==> config.mk <==
export PLATFORM = sky130hd
export DESIGN_NAME = axi_reg_bus_bridge
export DESIGN_NICKNAME = d
export VERILOG_FILES = /design/src/rtl/axi_reg_bridge_pkg.sv /design/src/rtl/axi_reg_bus_bridge.sv
export SDC_FILE = /design/constraint.sdc
export NUM_CORES = 1
export LEC_CHECK = 0
export CAP_MARGIN = 20
export CORE_AREA = 2 2 157 159
export DETAILED_ROUTE_END_ITERATION = 10
export DIE_AREA = 0 0 159 161
export GPL_TIMING_DRIVEN = 0
export HOLD_SLACK_MARGIN = 0.03
export PLACE_DENSITY = 0.74
export SETUP_SLACK_MARGIN = 0.02
export SYNTH_ARGS = -nofsm -noshare
export SYNTH_HDL_FRONTEND = slang
export SYNTH_SLANG_ARGS = --single-unit
==> constraint.sdc <==
create_clock -name i_clk -period 2.5 [get_ports i_clk]
set_clock_uncertainty 0.05 [all_clocks]
set_input_delay 0.625 -clock i_clk [delete_from_list [all_inputs] [get_ports i_clk]]
set_output_delay 0.625 -clock i_clk [all_outputs]
set_load 0.02 [all_outputs]
==> src/rtl/axi_reg_bridge_pkg.sv <==
// Shared definitions for the AXI to register-bus bridge.
//   bridge_state_e : bridge FSM state encoding
//   BURST_*        : AXI burst type encodings
//   RESP_*         : AXI response encodings
//   burst_supported: true for burst types the bridge can walk (FIXED, INCR)
package axi_reg_bridge_pkg;

   typedef enum logic [2:0] {
      ST_IDLE,
      ST_WR_DATA,
      ST_WR_RESP,
      ST_RD_ACCESS,
      ST_RD_DATA
   } bridge_state_e;

   localparam logic [1:0] BURST_FIXED = 2'b00;
   localparam logic [1:0] BURST_INCR  = 2'b01;
   localparam logic [1:0] BURST_WRAP  = 2'b10;

   localparam logic [1:0] RESP_OKAY   = 2'b00;
   localparam logic [1:0] RESP_SLVERR = 2'b10;

   function automatic logic burst_supported(input logic [1:0] burst);
      return (burst == BURST_FIXED) || (burst == BURST_INCR);
   endfunction

endpackage

==> src/rtl/axi_reg_bus_bridge.sv <==
// AXI slave to simple register bus bridge. One transaction in flight; bursts
// are walked one register word per beat.
//
// Ports
//   i_clk, i_reset_n          : clock, async active-low reset
//   AW / W / B                : AXI write address, data, response channels
//   AR / R                    : AXI read address, data channels
//   o_reg_addr                : register word index
//   o_reg_wdata, o_reg_wstrb  : write data and byte strobes
//   o_reg_wr, o_reg_rd        : single-cycle write / read strobes
//   i_reg_rdata               : read data, valid the cycle after o_reg_rd
//
// state        | meaning
// -------------+-----------------------------------------------------------
// ST_IDLE      | waiting for AW or AR; round-robin on collision
// ST_WR_DATA   | accepting W beats, one o_reg_wr per beat
// ST_WR_RESP   | presenting B until i_bready
// ST_RD_ACCESS | cycle 0: pulse o_reg_rd; cycle 1: capture i_reg_rdata
// ST_RD_DATA   | presenting R beat until i_rready
module axi_reg_bus_bridge
   import axi_reg_bridge_pkg::*;
#(
   parameter int DATA_WIDTH     = 64,
   parameter int ADDR_WIDTH     = 28,
   parameter int ID_WIDTH       = 8,
   parameter int REG_ADDR_WIDTH = 8
) (
   input  logic                      i_clk,
   input  logic                      i_reset_n,

   input  logic                      i_awvalid,
   input  logic [ADDR_WIDTH-1:0]     i_awaddr,
   input  logic [ID_WIDTH-1:0]       i_awid,
   input  logic [7:0]                i_awlen,
   input  logic [1:0]                i_awburst,
   output logic                      o_awready,

   input  logic                      i_wvalid,
   input  logic [DATA_WIDTH-1:0]     i_wdata,
   input  logic [DATA_WIDTH/8-1:0]   i_wstrb,
   input  logic                      i_wlast,
   output logic                      o_wready,

   output logic                      o_bvalid,
   output logic [1:0]                o_bresp,
   output logic [ID_WIDTH-1:0]       o_bid,
   input  logic                      i_bready,

   input  logic                      i_arvalid,
   input  logic [ADDR_WIDTH-1:0]     i_araddr,
   input  logic [ID_WIDTH-1:0]       i_arid,
   input  logic [7:0]                i_arlen,
   input  logic [1:0]                i_arburst,
   output logic                      o_arready,

   output logic                      o_rvalid,
   output logic [DATA_WIDTH-1:0]     o_rdata,
   output logic [1:0]                o_rresp,
   output logic [ID_WIDTH-1:0]       o_rid,
   output logic                      o_rlast,
   input  logic                      i_rready,

   output logic [REG_ADDR_WIDTH-1:0] o_reg_addr,
   output logic [DATA_WIDTH-1:0]     o_reg_wdata,
   output logic [DATA_WIDTH/8-1:0]   o_reg_wstrb,
   output logic                      o_reg_wr,
   output logic                      o_reg_rd,
   input  logic [DATA_WIDTH-1:0]     i_reg_rdata
);

   localparam int STRB_WIDTH = DATA_WIDTH / 8;
   localparam int LSB        = $clog2(STRB_WIDTH);

   bridge_state_e             state_q, state_d;
   logic                      prio_wr_q;
   logic [ID_WIDTH-1:0]       id_q;
   logic [7:0]                beats_left_q;
   logic                      burst_ok_q;
   logic                      incr_q;
   logic                      err_q;
   logic                      rd_wait_q;
   logic [REG_ADDR_WIDTH-1:0] addr_q;
   logic [DATA_WIDTH-1:0]     rdata_q;
   logic                      grant_wr, grant_rd;
   logic                      last_beat;

   // Only the word-index slice of the AXI addresses is decoded.
   logic unused_addr_bits;
   assign unused_addr_bits = ^{i_awaddr, i_araddr};

   assign last_beat = (beats_left_q == 8'd0);

   assign o_bresp = err_q ? RESP_SLVERR : RESP_OKAY;
   assign o_rresp = err_q ? RESP_SLVERR : RESP_OKAY;
   assign o_bid   = id_q;
   assign o_rid   = id_q;
   assign o_rdata = rdata_q;

   always_ff @(posedge i_clk or negedge i_reset_n) begin
      if (!i_reset_n) begin
         state_q <= ST_IDLE;
      end else begin
         state_q <= state_d;
      end
   end

   always_comb begin
      state_d   = state_q;
      grant_wr  = 1'b0;
      grant_rd  = 1'b0;
      o_awready = 1'b0;
      o_arready = 1'b0;
      o_wready  = 1'b0;
      o_bvalid  = 1'b0;
      o_rvalid  = 1'b0;
      o_rlast   = 1'b0;
      o_reg_rd  = 1'b0;
      case (state_q)
         ST_IDLE: begin
            if (i_awvalid && (prio_wr_q || !i_arvalid)) begin
               grant_wr  = 1'b1;
               o_awready = 1'b1;
               state_d   = ST_WR_DATA;
            end else if (i_arvalid) begin
               grant_rd  = 1'b1;
               o_arready = 1'b1;
               state_d   = ST_RD_ACCESS;
            end
         end
         ST_WR_DATA: begin
            o_wready = 1'b1;
            if (i_wvalid && last_beat) begin
               state_d = ST_WR_RESP;
            end
         end
         ST_WR_RESP: begin
            o_bvalid = 1'b1;
            if (i_bready) begin
               state_d = ST_IDLE;
            end
         end
         ST_RD_ACCESS: begin
            // Unsupported bursts still walk the beats but never touch registers.
            o_reg_rd = !rd_wait_q && burst_ok_q;
            if (rd_wait_q) begin
               state_d = ST_RD_DATA;
            end
         end
         ST_RD_DATA: begin
            o_rvalid = 1'b1;
            o_rlast  = last_beat;
            if (i_rready) begin
               state_d = last_beat ? ST_IDLE : ST_RD_ACCESS;
            end
         end
         default: begin
            state_d = ST_IDLE;
         end
      endcase
   end

   always_ff @(posedge i_clk or negedge i_reset_n) begin
      if (!i_reset_n) begin
         prio_wr_q    <= 1'b1;
         id_q         <= '0;
         beats_left_q <= '0;
         burst_ok_q   <= 1'b0;
         incr_q       <= 1'b0;
         err_q        <= 1'b0;
         rd_wait_q    <= 1'b0;
         addr_q       <= '0;
         rdata_q      <= '0;
         o_reg_addr   <= '0;
         o_reg_wdata  <= '0;
         o_reg_wstrb  <= '0;
         o_reg_wr     <= 1'b0;
      end else begin
         o_reg_wr <= 1'b0;
         case (state_q)
            ST_IDLE: begin
               if (i_awvalid && i_arvalid) begin
                  prio_wr_q <= ~prio_wr_q;
               end
               if (grant_wr) begin
                  id_q         <= i_awid;
                  beats_left_q <= i_awlen;
                  burst_ok_q   <= burst_supported(i_awburst);
                  incr_q       <= (i_awburst == BURST_INCR);
                  err_q        <= !burst_supported(i_awburst);
                  addr_q       <= i_awaddr[LSB +: REG_ADDR_WIDTH];
               end else if (grant_rd) begin
                  id_q         <= i_arid;
                  beats_left_q <= i_arlen;
                  burst_ok_q   <= burst_supported(i_arburst);
                  incr_q       <= (i_arburst == BURST_INCR);
                  err_q        <= !burst_supported(i_arburst);
                  rd_wait_q    <= 1'b0;
                  o_reg_addr   <= i_araddr[LSB +: REG_ADDR_WIDTH];
               end
            end
            ST_WR_DATA: begin
               if (i_wvalid) begin
                  o_reg_wr    <= burst_ok_q;
                  o_reg_addr  <= addr_q;
                  o_reg_wdata <= i_wdata;
                  o_reg_wstrb <= i_wstrb;
                  if (incr_q) begin
                     addr_q <= addr_q + REG_ADDR_WIDTH'(1);
                  end
                  // The count, not wlast, ends the burst; a disagreement only taints bresp.
                  if (i_wlast != last_beat) begin
                     err_q <= 1'b1;
                  end
                  if (!last_beat) begin
                     beats_left_q <= beats_left_q - 8'd1;
                  end
               end
            end
            ST_RD_ACCESS: begin
               if (!rd_wait_q) begin
                  rd_wait_q <= 1'b1;
               end else begin
                  rd_wait_q <= 1'b0;
                  rdata_q   <= burst_ok_q ? i_reg_rdata : '0;
               end
            end
            ST_RD_DATA: begin
               if (i_rready && !last_beat) begin
                  beats_left_q <= beats_left_q - 8'd1;
                  if (incr_q) begin
                     o_reg_addr <= o_reg_addr + REG_ADDR_WIDTH'(1);
                  end
               end
            end
            default: begin
            end
         endcase
      end
   end

endmodule
==> flow_metrics.py, run 1 <==
metrics = {
    "outcome": {
        "status": "finished clean",
    },
    "setup_path": {
        "cp_num_buf_inv": 5,
        "worst-path-stages": 7,
        "critical_path_class": "reg -> out",
        "cp-startpoint": "state_q[0]$_DFFE_PN0P_",
        "crit_path_start_kind": "register",
        "max_stage_delay_ps": 410,
        "path_delay_family": "buffers and inverters",
        "worst_path_most_repeated_cell": "buf_6",
        "crit_slowest_cell": "dfrtp_1",
        "crit_fanout": 8,
        "worstPathRequired_ps": 1820,
        "critPathArrivalTime_ps": 1820,
        "endpoint_kind": "output pin",
        "rr_startpoint": "state_q[2]$_DFFE_PN0P_",
        "path_cells": "buf_6 -> or3b_1 -> buf_6 -> inv_8 -> nand3_4 -> inv_2 -> buf_6",
        "ff2ff_path_depth": 7,
    },
    "sta": {
        "fin_crit_ps": 2490,
        "finalHoldViolCount": 0,
        "fmax_ghz": 0.401,
        "slew_viol_final": 0,
        "grt_setup_unrepaired": "true",
        "relSlewSlack_pct": 45.7,
        "timing_worst_slew_pin_value_ps": 815,
        "holdWs_ps": 95.6,
        "timing.final.crit_share_pct": 99.6,
        "setup_slack_ps": 9.21,
        "setup_viol": 0,
    },
    "route": {
        "drt_wl_total_um": 29100,
        "via_per_inst": 5.02,
        "wl_per_cell_um": 19.2,
        "drt_iter0_markers": 440,
        "drt-pass1-iter-count": 5,
        "drtAntennaViolNets": 0,
        "dr_total_vias": 7605,
        "drc": 0,
    },
    "floorplan": {
        "die_area_um2": 25600,
        "coreArea_um2": 24000,
        "pin_count": 408,
        "placementRows": 57,
        "die_y_um": 161,
        "initial_utilization_pct": 33.8,
        "die_w_um": 159,
    },
    "grt": {
        "track_usage_pct": 22.3,
        "grt_pass1_vias": 7527,
        "grt_pass1_wl_um": 44500,
        "grt_max_degree": 110,
        "overflow": 0,
        "antenna_found_initial": 1,
    },
    "synthesis": {
        "synth_xor_area_share_pct": 0.325,
        "syn-cell-area_um2": 8090,
        "ys_warn_count": 0,
        "synth_compound_area_share_pct": 13.0,
        "async_flop_share_pct": 100,
        "synth_top_family_by_area": "simple AND/OR/NAND/NOR gates",
        "synth.area.top_cells": "dfrtp_1, mux2_2, nand2_1",
        "netlist_top_cells_count": "dfrtp_1, nand2_1, o21ai_0",
        "synth_top_area_cell": "dfrtp_1",
        "synth-edff-count": 0,
        "muxShareOfSynthArea_pct": 10.9,
        "synth-simple-area-share_pct": 15.5,
        "ys.flop_type": "dfrtp_1",
        "syn-instance-count": 768,
        "post_synth_num_cell_types": 72,
        "yosysMostFrequentCell": "dfrtp_1",
        "synth_top_cell_area_share_pct": 54.4,
        "synth_seq_cells": 177,
        "synthAdderAreaFrac_pct": 0.619,
        "yosysSeqAreaShare_pct": 54.8,
        "avgSynthCellArea_um2": 10.5,
    },
    "clock_tree": {
        "cts_tree": "yes",
        "hold_buffers": 0,
        "cts.sinks": 177,
        "cts_htree_levels": 4,
        "clk_latency_ps": 420,
        "numCtsBuffers": 17,
        "path_clk_slew_ps": 80,
        "cts_max_path_buffers": 2,
        "root_buffer": "clkbuf_16",
    },
    "placement": {
        "routabilityCongestion": 0.882,
        "numPortBuffers": 364,
        "pre_cts_slack_ps": -1140,
        "hpwl_um": 21900,
        "placed_area_um2": 12200,
        "dp_cells": 1458,
    },
    "power": {
        "power_uw": 17900,
        "p_per_area_nw_per_um2": 1360,
        "leakage_uw": 0.00546,
        "peakVddDrop_v": 0.000593,
    },
    "flow_run": {
        "cap_viol_max_count": 0,
    },
    "layout": {
        "drive_gt1_share_pct": 17.9,
        "finalNonFillerCells": 1516,
        "insertedDiodeCount": 0,
        "fin_nets": 1420,
        "area_growth_pct": 62.4,
        "final_area_um2": 13100,
    },
    "worst_hold_path": {
        "holdCritPathClass": "in -> async",
    },
}
stage by stage:
stage,setup TNS [ps],utilization (%)
finish,0,54.9
global route,-52.4,54.9
CTS,0,54.1
detailed placement,-13710,50.8
global placement,-1234070,50.7
floorplan,0,-
worst register-to-register path, delay by kind of cell, from the launching register on:
family / cells / cell delay (ps)
AOI/OAI and AO/OA: 2 / 700
buffers and inverters: 3 / 590
DFF: 1 / 410
xor gates and xnor gates: 1 / 340
and+or+nand+nor: 1 / 170
worst paths after layout:
kind | to | slack [ps]
worst max-delay path | o_rlast | 9
worst min-delay path | o_rdata[56]$_DFFE_PN0P_ | 100
worst max register to register | beats_left_q[3]$_DFFE_PN0P_ | 190
worst min register to register | o_rdata[54]$_DFFE_PN0P_ | 430
max in group asynchronous | o_reg_wdata[47]$_DFFE_PN0P_ | 1370
min in group i_clk | o_rdata[54]$_DFFE_PN0P_ | 430
cell usage in the layout (no fill, tap or decap), types with 4 or more instances in the layout:
cell | Yosys | routed
mux2_2 | 74 | 74
a2111oi_0 | 4 | 4
a31oi_1 | 17 | 17
buf_6 | 1 | 10
a21oi_1 | 6 | 5
clkbuf_2 | 0 | 5
clkbuf_1 | 33 | 25
inv_6 | 0 | 4
clkdlybuf4s50_1 | 0 | 355
or3_1 | 4 | 4
nand3_1 | 11 | 10
o2bb2ai_1 | 5 | 5
dfrtp_1 | 176 | 175
and3_1 | 4 | 4
clkbuf_16 | 0 | 18
nand4_1 | 9 | 9
nand2_1 | 158 | 158
nor2_1 | 19 | 18
ha_1 | 4 | 4
a221oi_1 | 4 | 4
nor3_1 | 17 | 16
o31ai_1 | 6 | 6
o21ai_0 | 75 | 75
buf_4 | 19 | 49
inv_1 | 12 | 10
mux2i_1 | 4 | 4
a32oi_1 | 4 | 4
buf_2 | 12 | 6
a2bb2oi_1 | 7 | 7
o22ai_1 | 6 | 6
nor4_1 | 6 | 5
inv_8 | 0 | 4
cells by family after synthesis:
| family | after synthesis |
|---|---|
| simple gates | 264 |
| flops | 177 |
| compound gates | 161 |
| mux | 79 |
| buf+inv | 79 |
| fa+ha+maj | 4 |
| xor+xnor | 3 |
| other cells | 1 |
registers in the layout, summed over array words and instances, names as in the netlist:
register / cells
o_reg_wdata: 64
prio_wr_q: 1
addr_q: 8
o_reg_wstrb: 8
o_rdata: 64
o_reg_wr: 1
o_reg_addr: 8
err_q: 1
burst_ok_q: 1
o_bid: 8
rd_wait_q: 1
incr_q: 1
beats_left_q: 8
state_q: 3
cell type report:
type | instances | area [µm²]
Buffer | 63 | 419
Clock buffer | 17 | 425
Clock inverter | 14 | 141
Fill cell | 2068 | 10800
Inverter | 14 | 65.1
Multi-Input combinational cell | 513 | 3360
Sequential cell | 177 | 4430
Tap cell | 324 | 405
Timing Repair Buffer | 394 | 3890
power by group:
part / switching [µW] / leakage [µW] / internal, µW
clock: 1300 / 0.000268 / 1320
combinational: 5100 / 0.00303 / 4800
sequential: 1020 / 0.00217 / 4330
per-layer routing:
metal | share of wire, % | vias up | global-route usage [%]
met1 | 40 | 3694 | 27.5
li1 | - | 3537 | -
met5 | 0 | - | 0
met4 | 2.4 | 0 | 6.28
met3 | 5.7 | 48 | 4.06
met2 | 52 | 326 | 40.1
what timing repair did:
action	4_1_cts	5_1_grt
endpoints found under the setup margin	17	7
resized for setup	79	10
gates cloned	0	1
endpoints found under the hold margin	0	0
setup buffers	11	17
pin swaps	3	3
No activity file was read; power rests on OpenSTA's default activity.
==> run 2, diff against run 1 <==
--- a/config.mk
+++ b/config.mk
@@ -6,12 +6,13 @@
 export NUM_CORES = 1
 export LEC_CHECK = 0
 export CAP_MARGIN = 20
-export CORE_AREA = 2 2 157 159
+export CORE_AREA = 2 2 160 162
+export CTS_BUF_LIST = sky130_fd_sc_hd__clkbuf_8
 export DETAILED_ROUTE_END_ITERATION = 10
-export DIE_AREA = 0 0 159 161
+export DIE_AREA = 0 0 162 164
 export GPL_TIMING_DRIVEN = 0
 export HOLD_SLACK_MARGIN = 0.03
-export PLACE_DENSITY = 0.74
+export PLACE_DENSITY = 0.72
 export SETUP_SLACK_MARGIN = 0.02
 export SYNTH_ARGS = -nofsm -noshare
 export SYNTH_HDL_FRONTEND = slang
==> run 2 against run 1 <==
Net effect: the run now ends with negative setup slack left; hold slack better by 24 ps; wire length shrank 1.1%; via count fell by 0.25%; fmax is 0.94% lower; combinational power is 0.6% lower; design area fell by 1.8%; critical endpoint unchanged; largest cell class unchanged; highest routed layer unchanged.
==> flow_metrics.py, run 2 (synthesis results as in run 1) <==
metrics = {
    "power": {
        "clock_power_share_pct": 11.8,
        "swShare_pct": 42.7,
        "pwr-share-comb_pct": 57.1,
        "peakVddDrop_v": 0.000624,
        "power_frac_seq_pct": 31.0,
        "power_uw": 17200,
        "leakage_uw": 0.00537,
        "p_per_area_nw_per_um2": 1330,
        "p_int_uw": 9860,
        "p_switching_uw": 7360,
    },
    "clock_tree": {
        "clk_latency_ps": 460,
        "cts_tree": "yes",
        "numCtsBuffers": 17,
        "path_clk_slew_ps": 120,
        "cts_htree_levels": 4,
        "cts_max_path_buffers": 2,
        "cts.sinks": 177,
        "root_buffer": "clkbuf_8",
    },
    "setup_path": {
        "max_stage_delay_ps": 420,
        "crit_slowest_cell": "dfrtp_1",
        "crit_path_start_kind": "register",
        "path_cells": "buf_6 -> or3b_4 -> buf_6 -> inv_8 -> nand3_4 -> inv_2 -> buf_6",
        "endpoint_kind": "output pin",
        "path_delay_family": "buffers and inverters",
        "critical_path_class": "reg -> out",
        "cp_num_buf_inv": 5,
        "worst_path_most_repeated_cell": "buf_6",
        "critPathArrivalTime_ps": 1840,
        "worstPathRequired_ps": 1820,
        "crit_fanout": 8,
        "ff2ff_path_depth": 7,
        "worst-path-stages": 7,
    },
    "layout": {
        "final_area_um2": 12900,
        "finalNonFillerCells": 1519,
        "layout_common_cells": "clkdlybuf4s50_1, dfrtp_1, nand2_1",
        "area_growth_pct": 59.5,
        "final_common_cell": "clkdlybuf4s50_1",
        "drive_gt1_share_pct": 17.6,
        "fin_nets": 1415,
    },
    "grt": {
        "use_met2_pct": 36.5,
        "grtUsageMet1_pct": 26.5,
        "track_usage_pct": 20.9,
        "grtUsageMet3_pct": 4.44,
        "busiest_layer": "met2",
        "grt_pass1_wl_um": 42700,
        "antenna_found_initial": 0,
        "grt_pass1_vias": 7264,
        "overflow": 0,
        "grt_max_degree": 90,
    },
    "route": {
        "drt_wl_total_um": 28800,
        "drc": 0,
        "drtAntennaViolNets": 0,
        "dr_total_vias": 7586,
        "via_per_inst": 4.99,
        "wl_per_cell_um": 19.0,
        "drt_iter0_markers": 442,
        "drt-pass1-iter-count": 6,
    },
    "sta": {
        "finalHoldViolCount": 0,
        "holdWs_ps": 119,
        "grt_setup_unrepaired": "true",
        "fmax_ghz": 0.398,
        "setup_viol": 1,
        "setup_slack_ps": -14.5,
        "relSlewSlack_pct": 45.1,
        "fin_crit_ps": 2510,
        "timing.final.crit_share_pct": 101,
        "slew_viol_final": 0,
        "timing_worst_slew_pin_value_ps": 824,
    },
    "placement": {
        "routabilityCongestion": 0.876,
        "dp_cells": 1464,
        "hpwl_um": 21700,
        "placed_area_um2": 12200,
        "numPortBuffers": 364,
    },
    "floorplan": {
        "die_area_um2": 26600,
        "placementRows": 58,
        "coreArea_um2": 24800,
        "pin_count": 408,
        "die_w_um": 162,
        "die_y_um": 164,
        "initial_utilization_pct": 32.6,
    },
    "worst_hold_path": {
        "holdCritPathClass": "in -> async",
    },
    "outcome": {
        "failed_checks": "negative setup slack",
        "status": "complete, but fails checks",
    },
    "flow_run": {
        "cap_viol_max_count": 0,
    },
}
run 2: path summary, 6_finish.rpt:
kind,start,to,slack [ps]
max,state_q[0]$_DFFE_PN0P_,o_rlast,-10
min,i_reset_n,o_reg_wdata[54]$_DFFE_PN0P_,120
max reg2reg,beats_left_q[0]$_DFFE_PN0P_,beats_left_q[1]$_DFFE_PN0P_,160
min reg2reg,o_rdata[31]$_DFFE_PN0P_,o_rdata[31]$_DFFE_PN0P_,440
max in group asynchronous,i_reset_n,o_rdata[58]$_DFFE_PN0P_,1390
min in group i_clk,o_rdata[31]$_DFFE_PN0P_,o_rdata[31]$_DFFE_PN0P_,440
run 2: layout make-up:
type | instances | area (µm²)
fill | 2293 | 11900
sequential | 177 | 4430
timing repair buffer | 391 | 3860
multi-input combinational | 513 | 3350
tap | 330 | 413
buffer | 61 | 389
clock buffer | 17 | 234
clock inverter | 15 | 156
inverter | 14 | 65.1
antenna | 1 | 2.50
run 2: layer usage:
layer / wire length, µm / vias to the layer above
met5: 0 / -
met1: 11700 / 3701
met3: 1870 / 30
li1: - / 3532
met2: 14800 / 323
met4: 457 / 0
run 2: what timing repair did:
| action | 4_1_cts | 5_1_grt |
|---|---|---|
| buffers inserted | 15 | 11 |
| pin swaps | 4 | 4 |
| hold buffers | 0 | 0 |
| endpoints found under the setup margin | 17 | 8 |
| resized for setup | 81 | 8 |
run 2: power groups by stage:
stage / Clock (µW) / Sequential [µW] / Combinational (µW)
final: 2040 / 5340 / 9840
after global routing: 2240 / 5530 / 10500
after detailed placement: 0 / 5310 / 9520
after CTS: 2100 / 5330 / 9790
after floorplan: 0 / 6720 / 3620
after global placement: 0 / 5270 / 9380
run 2: stage by stage:
stage / utilization [%] / setup TNS [ps] / setup WS [ps]
detailed placement: 49.1 / -15630 / -1220
global route: 52.0 / -139 / -102
floorplan: - / 0 / 253
finish: 52.0 / -14.5 / -14.5
CTS: 51.7 / -79.3 / -59.7
global placement: 49.0 / -1238050 / -6940
